===== src/rtl/mips32_pkg.sv =====
// Shared types for the MIPS32 hazard interlock: register index,
// scoreboard entry layout and forward-select encoding.
package mips32_pkg;

    localparam int NREG_DEFAULT = 32;
    localparam int RIDX_W = $clog2(NREG_DEFAULT);

    typedef logic [RIDX_W-1:0] reg_idx_t;

    typedef struct packed {
        logic     vld;
        reg_idx_t rd;
        logic     ld;
    } sb_entry_t;

    localparam int FWD_RF = 0;

endpackage


===== src/rtl/mips32_hazard_scoreboard_if.sv =====
// ID-stage hazard handshake bundle: the decoder side drives the
// instruction fields, the scoreboard answers with stall/issue/forward.
interface mips32_hazard_scoreboard_if #(
    parameter int NREG       = 32,
    parameter int PIPE_DEPTH = 3,
    parameter int CNT_W      = 16
);
    localparam int RW = $clog2(NREG);
    localparam int FW = $clog2(PIPE_DEPTH + 1);

    logic          id_valid;
    logic [RW-1:0] id_rs;
    logic [RW-1:0] id_rt;
    logic          id_use_rs;
    logic          id_use_rt;
    logic          id_wr_en;
    logic [RW-1:0] id_rd;
    logic          id_is_load;
    logic          flush;
    logic          stall;
    logic          issue;
    logic [FW-1:0] fwd_sel_rs;
    logic [FW-1:0] fwd_sel_rt;
    logic [CNT_W-1:0] stall_cnt;

    modport master (
        output id_valid, id_rs, id_rt, id_use_rs, id_use_rt,
        output id_wr_en, id_rd, id_is_load, flush,
        input  stall, issue, fwd_sel_rs, fwd_sel_rt, stall_cnt
    );

    modport slave (
        input  id_valid, id_rs, id_rt, id_use_rs, id_use_rt,
        input  id_wr_en, id_rd, id_is_load, flush,
        output stall, issue, fwd_sel_rs, fwd_sel_rt, stall_cnt
    );

endinterface


===== src/rtl/mips32_haz_match.sv =====
// Compares one source register against every scoreboard entry and
// reports the hit vector, youngest hit index and load-use condition.
module mips32_haz_match
    import mips32_pkg::*;
#(
    parameter int PIPE_DEPTH = 3,
    localparam int YW = $clog2(PIPE_DEPTH)
) (
    input  logic                        use_src,
    input  reg_idx_t                    src,
    input  sb_entry_t [PIPE_DEPTH-1:0]  sb,
    output logic [PIPE_DEPTH-1:0]       hit,
    output logic [YW-1:0]               youngest,
    output logic                        load_use
);

    always_comb begin
        hit      = '0;
        youngest = '0;
        for (int k = 0; k < PIPE_DEPTH; k++) begin
            hit[k] = use_src && (src != '0) && sb[k].vld
                     && (sb[k].rd == src);
        end
        // Scan oldest to youngest so the lowest index wins.
        for (int k = PIPE_DEPTH - 1; k >= 0; k--) begin
            if (hit[k]) youngest = YW'(k);
        end
        load_use = hit[0] && sb[0].ld;
    end

endmodule


===== src/rtl/mips32_hazard_scoreboard.sv =====
// RAW hazard interlock at ID using a shift-register scoreboard.
// Define MIPS32_HAZ_FWD_EN to generate forward selects instead of stalling.
module mips32_hazard_scoreboard
    import mips32_pkg::*;
#(
    parameter int NREG       = 32,
    parameter int PIPE_DEPTH = 3,
    parameter int CNT_W      = 16
) (
    input  logic clk1,
    input  logic reset,
    mips32_hazard_scoreboard_if.slave bus
);

    localparam int FW = $clog2(PIPE_DEPTH + 1);
    localparam int YW = $clog2(PIPE_DEPTH);
    localparam logic [PIPE_DEPTH-1:0] EARLY =
        PIPE_DEPTH'((1 << (PIPE_DEPTH - 1)) - 1);

    sb_entry_t [PIPE_DEPTH-1:0] sb;
    sb_entry_t                  new_e;
    logic [CNT_W-1:0]           cnt;

    reg_idx_t rs;
    reg_idx_t rt;
    reg_idx_t rd;

    logic [PIPE_DEPTH-1:0] hit_rs;
    logic [PIPE_DEPTH-1:0] hit_rt;
    logic [YW-1:0]         y_rs;
    logic [YW-1:0]         y_rt;
    logic                  lu_rs;
    logic                  lu_rt;

    logic          live;
    logic          haz;
    logic [FW-1:0] fwd_rs;
    logic [FW-1:0] fwd_rt;

    assign rs = reg_idx_t'(bus.id_rs);
    assign rt = reg_idx_t'(bus.id_rt);
    assign rd = reg_idx_t'(bus.id_rd);

    mips32_haz_match #(.PIPE_DEPTH(PIPE_DEPTH)) u_match_rs (
        .use_src  (bus.id_use_rs),
        .src      (rs),
        .sb       (sb),
        .hit      (hit_rs),
        .youngest (y_rs),
        .load_use (lu_rs)
    );

    mips32_haz_match #(.PIPE_DEPTH(PIPE_DEPTH)) u_match_rt (
        .use_src  (bus.id_use_rt),
        .src      (rt),
        .sb       (sb),
        .hit      (hit_rt),
        .youngest (y_rt),
        .load_use (lu_rt)
    );

    assign live = bus.id_valid && !bus.flush;

`ifdef MIPS32_HAZ_FWD_EN
    // Only a load still in entry 0 cannot be forwarded yet.
    assign haz = lu_rs || lu_rt;

    always_comb begin
        fwd_rs = FW'(FWD_RF);
        fwd_rt = FW'(FWD_RF);
        if (live && |(hit_rs & EARLY)) fwd_rs = FW'(y_rs) + FW'(1);
        if (live && |(hit_rt & EARLY)) fwd_rt = FW'(y_rt) + FW'(1);
    end
`else
    logic fwd_unused;

    assign haz        = |((hit_rs | hit_rt) & EARLY);
    assign fwd_rs     = FW'(FWD_RF);
    assign fwd_rt     = FW'(FWD_RF);
    assign fwd_unused = ^{y_rs, y_rt, lu_rs, lu_rt};
`endif

    assign bus.stall      = live && haz;
    assign bus.issue      = live && !haz;
    assign bus.fwd_sel_rs = fwd_rs;
    assign bus.fwd_sel_rt = fwd_rt;
    assign bus.stall_cnt  = cnt;

    always_comb begin
        new_e = '0;
        if (bus.issue && bus.id_wr_en && (rd != '0)) begin
            new_e.vld = 1'b1;
            new_e.rd  = rd;
            new_e.ld  = bus.id_is_load;
        end
    end

    always_ff @(posedge clk1 or posedge reset) begin
        if (reset) begin
            sb  <= '0;
            cnt <= '0;
        end else begin
            sb <= {sb[PIPE_DEPTH-2:0], new_e};
            if (bus.stall && (cnt != '1)) cnt <= cnt + CNT_W'(1);
        end
    end

endmodule


===== src/flat_wrapper.sv =====
// flat-port wrapper written by rule: the top's interface ports become plain ports
module mips32_hazard_scoreboard_flat import mips32_pkg::*;
#(
    parameter int NREG       = 32,
    parameter int PIPE_DEPTH = 3,
    parameter int CNT_W      = 16
)
  (clk1, reset, bus_id_valid, bus_id_rs, bus_id_rt, bus_id_use_rs, bus_id_use_rt, bus_id_wr_en, bus_id_rd, bus_id_is_load, bus_flush, bus_stall, bus_issue, bus_fwd_sel_rs, bus_fwd_sel_rt, bus_stall_cnt);
  mips32_hazard_scoreboard_if #(.NREG(NREG), .PIPE_DEPTH(PIPE_DEPTH), .CNT_W(CNT_W)) bus_i ();
  input  logic clk1;
  input  logic reset;
  input wire logic [$bits(bus_i.id_valid)-1:0] bus_id_valid;
  input wire logic [$bits(bus_i.id_rs)-1:0] bus_id_rs;
  input wire logic [$bits(bus_i.id_rt)-1:0] bus_id_rt;
  input wire logic [$bits(bus_i.id_use_rs)-1:0] bus_id_use_rs;
  input wire logic [$bits(bus_i.id_use_rt)-1:0] bus_id_use_rt;
  input wire logic [$bits(bus_i.id_wr_en)-1:0] bus_id_wr_en;
  input wire logic [$bits(bus_i.id_rd)-1:0] bus_id_rd;
  input wire logic [$bits(bus_i.id_is_load)-1:0] bus_id_is_load;
  input wire logic [$bits(bus_i.flush)-1:0] bus_flush;
  output wire logic [$bits(bus_i.stall)-1:0] bus_stall;
  output wire logic [$bits(bus_i.issue)-1:0] bus_issue;
  output wire logic [$bits(bus_i.fwd_sel_rs)-1:0] bus_fwd_sel_rs;
  output wire logic [$bits(bus_i.fwd_sel_rt)-1:0] bus_fwd_sel_rt;
  output wire logic [$bits(bus_i.stall_cnt)-1:0] bus_stall_cnt;
  assign bus_i.id_valid = bus_id_valid;
  assign bus_i.id_rs = bus_id_rs;
  assign bus_i.id_rt = bus_id_rt;
  assign bus_i.id_use_rs = bus_id_use_rs;
  assign bus_i.id_use_rt = bus_id_use_rt;
  assign bus_i.id_wr_en = bus_id_wr_en;
  assign bus_i.id_rd = bus_id_rd;
  assign bus_i.id_is_load = bus_id_is_load;
  assign bus_i.flush = bus_flush;
  assign bus_stall = bus_i.stall;
  assign bus_issue = bus_i.issue;
  assign bus_fwd_sel_rs = bus_i.fwd_sel_rs;
  assign bus_fwd_sel_rt = bus_i.fwd_sel_rt;
  assign bus_stall_cnt = bus_i.stall_cnt;
  mips32_hazard_scoreboard #(.NREG(NREG), .PIPE_DEPTH(PIPE_DEPTH), .CNT_W(CNT_W)) u_core (.clk1(clk1), .reset(reset), .bus(bus_i));
endmodule

===== config.mk =====
export PLATFORM = sky130hd
export DESIGN_NAME = mips32_hazard_scoreboard_flat
export DESIGN_NICKNAME = d
export VERILOG_FILES = /design/src/rtl/mips32_pkg.sv /design/src/rtl/mips32_hazard_scoreboard_if.sv /design/src/rtl/mips32_haz_match.sv /design/src/rtl/mips32_hazard_scoreboard.sv /design/src/flat_wrapper.sv
export SDC_FILE = /design/constraint.sdc
export NUM_CORES = 1
export LEC_CHECK = 0
export CAP_MARGIN = 0
export CORE_ASPECT_RATIO = 0.9
export CORE_MARGIN = 2
export CORE_UTILIZATION = 35
export DETAILED_ROUTE_END_ITERATION = 10
export PLACE_DENSITY_LB_ADDON = 0.05
export SLEW_MARGIN = 20
export SYNTH_ARGS = -nofsm -noshare
export SYNTH_HDL_FRONTEND = slang
export SYNTH_HIERARCHICAL = 1
export SYNTH_SLANG_ARGS = --single-unit

===== constraint.sdc =====
create_clock -name clk1 -period 3.9 [get_ports clk1]
set_clock_uncertainty 0.1 [all_clocks]
set_input_delay 0.78 -clock clk1 [delete_from_list [all_inputs] [get_ports clk1]]
set_output_delay 0.78 -clock clk1 [all_outputs]
set_load 0.02 [all_outputs]

==> results.toml <==
[final_layout]
areaGrowthSynthToFinish_pct = 35.2
diodes = 0
drive_gt1_share_pct = 18.6
post-route-util_pct = 49.2
nets = 229

[timing]
worst_pin_slew_ps = 588
rsz0062_at_grt = "false"
setup_viol = 0
fmax_mhz = 268
slew_violations = 0
fin_crit_sh_pct = 95.7
whs_ps = 331
period_needed_ps = 3730
relSlewSlack_pct = 59.8
hold_viol = 0

[detailed_routing]
num_vias = 1287
routed_wl_microns = 3610
viasPerCell = 4.84
drtIter0Drc = 67
firstDrtPassIters = 4
ant_nets = 0
route.detailed.drc = 0
avgRoutedWirePerCell_microns = 13.6

[setup_path]
required_ps = 3020
cpPeakStageDelay_ps = 550
crit_type = "in2out"
cp.arrival_ps = 2850
crit_chain = "clkdlybuf4s50_1, or4_4, o21ai_4, nor3_2, or4_4, nand2b_1, inv_1, clkbuf_2"
crit_path_start_kind = "input port"
cp_top_family = "simple AND/OR/NAND/NOR gates"
cp_num_buf_inv = 3
end_kind = "output port"
crit_slowest_cell = "or4_4"
crit_fanout = 3
crit_path_frequent_cell = "or4_4"

[global_route]
antenna_found_initial = 0
grt_pass1_vias = 1265
grt_pass1_wl_microns = 6080
busiest_layer = "met2"
grt_usage_pct = 15.5
grt_overflow = 0
use_met3_pct = 2.33
use_met2_pct = 22.7
grt_max_degree = 29
grtUsageMet1_pct = 22.7

[status]
outcome = "finished, final reports clean"

[floorplan]
core-area_sq_um = 4460
rows = 23
die_x_microns = 75.8
dieArea_sq_um = 5200
die_h_microns = 68.6
initial_core_util_pct = 36.4
ios = 45

[power_and_ir_drop]
pwr_density_cell_nw_per_um2 = 276
leakage_nw = 0.904
peakVddDrop_mv = 0.197

[clock_tree]
cts_tree = "yes"
cts-buffers-inserted = 3
clk_latency_ps = 280
cts_hold_buf = 0
htreeDepth = 1
cts-root-buf = "clkbuf_8"
cts_setup_buffers = 0
clock-sinks = 28
clkTransAtPathRegs_ps = 90
clk_path_buf_depth = 2

[synth]
synth_cells = 151
yosys_warnings = 6
avgSynthCellArea_sq_um = 10.7
synth_area_sq_um = 1620

[placement]
finalWeightedCongestion = 0.835
io_buffer_count = 39
hpwl_microns = 2850

[run]
max_cap_violations = 0

[worst_hold_path]
hp-class = "reg2reg"
==> report_power, final <==
part | internal [W] | total [W] | switching, W
logic | 0.0000424 | 0.0000757 | 0.0000334
clock network | 0.000137 | 0.000229 | 0.0000916
registers | 0.000295 | 0.000301 | 0.00000590
==> worst paths after layout <==
kind	from	endpoint	slack, ps	cells past startpoint
worst max register to register	u_core/sb[9]	u_core/bus.stall_cnt[14]	1410	9
worst min register to register	u_core/sb[6]	u_core/sb[13]	330	0
min in group asynchronous	reset	u_core/sb[5]	780	2
worst min-delay path	u_core/sb[6]	u_core/sb[13]	330	0
max in group asynchronous	reset	u_core/sb[10]	2530	2
worst max-delay path	bus_id_rt[1]	bus_stall	170	8
==> cells in the final DEF, fill, tap and decap left out, types with 3 or more instances in the layout <==
cell type / count
a21oi_1: 6
and2_1: 5
and3_1: 3
buf_4: 13
clkbuf_8: 3
clkdlybuf4s50_1: 37
conb_1: 4
dfrtp_1: 28
inv_1: 3
nand2_1: 11
nand2b_1: 3
nand3_1: 3
nand4_1: 9
nor2_1: 6
nor3_1: 3
nor3_2: 5
nor4_1: 3
or4_4: 4
xnor2_1: 23
xor2_1: 7
==> area by class of cell <==
cell class	instances	area, sq um
clock buffer	3	41.3
clock inverter	1	30.0
fill	415	2270
inverter	4	15.0
multi-input combinational	116	851
sequential	28	701
tap	62	77.6
timing repair buffer	52	478
==> stage by stage <==
step / instances / power, W / setup TNS, ps / setup WS [ps] / area, sq um
floorplan: 154 / 0.000342 / 0 / 650 / 1630
global placement: 262 / 0.000382 / -451 / -228 / 2130
detailed placement: 262 / 0.000383 / -504 / -265 / 2130
CTS: 266 / 0.000616 / 0 / 6.16 / 2200
global route: 266 / 0.000634 / 0 / 92.1 / 2190
finish: 266 / 0.000606 / 0 / 168 / 2190
==> registers in the layout, indices dropped and copies added (netlist names) <==
signal and flops:
u_core/sb 12, u_core/bus.stall_cnt 16
==> routing by layer <==
| layer | vias to the layer above | routed length [microns] |
|---|---|---|
| li1 | 637 | - |
| met1 | 606 | 1870 |
| met2 | 40 | 1560 |
| met3 | 4 | 144 |
| met4 | 0 | 34 |
| met5 | - | 0 |
==> timing repair <==
item / in CTS / in global routing
setup endpoints to repair: 2 / 2
pin swaps: 0 / 0
resized for setup: 3 / 3
(Power assumes the default switching activity.)
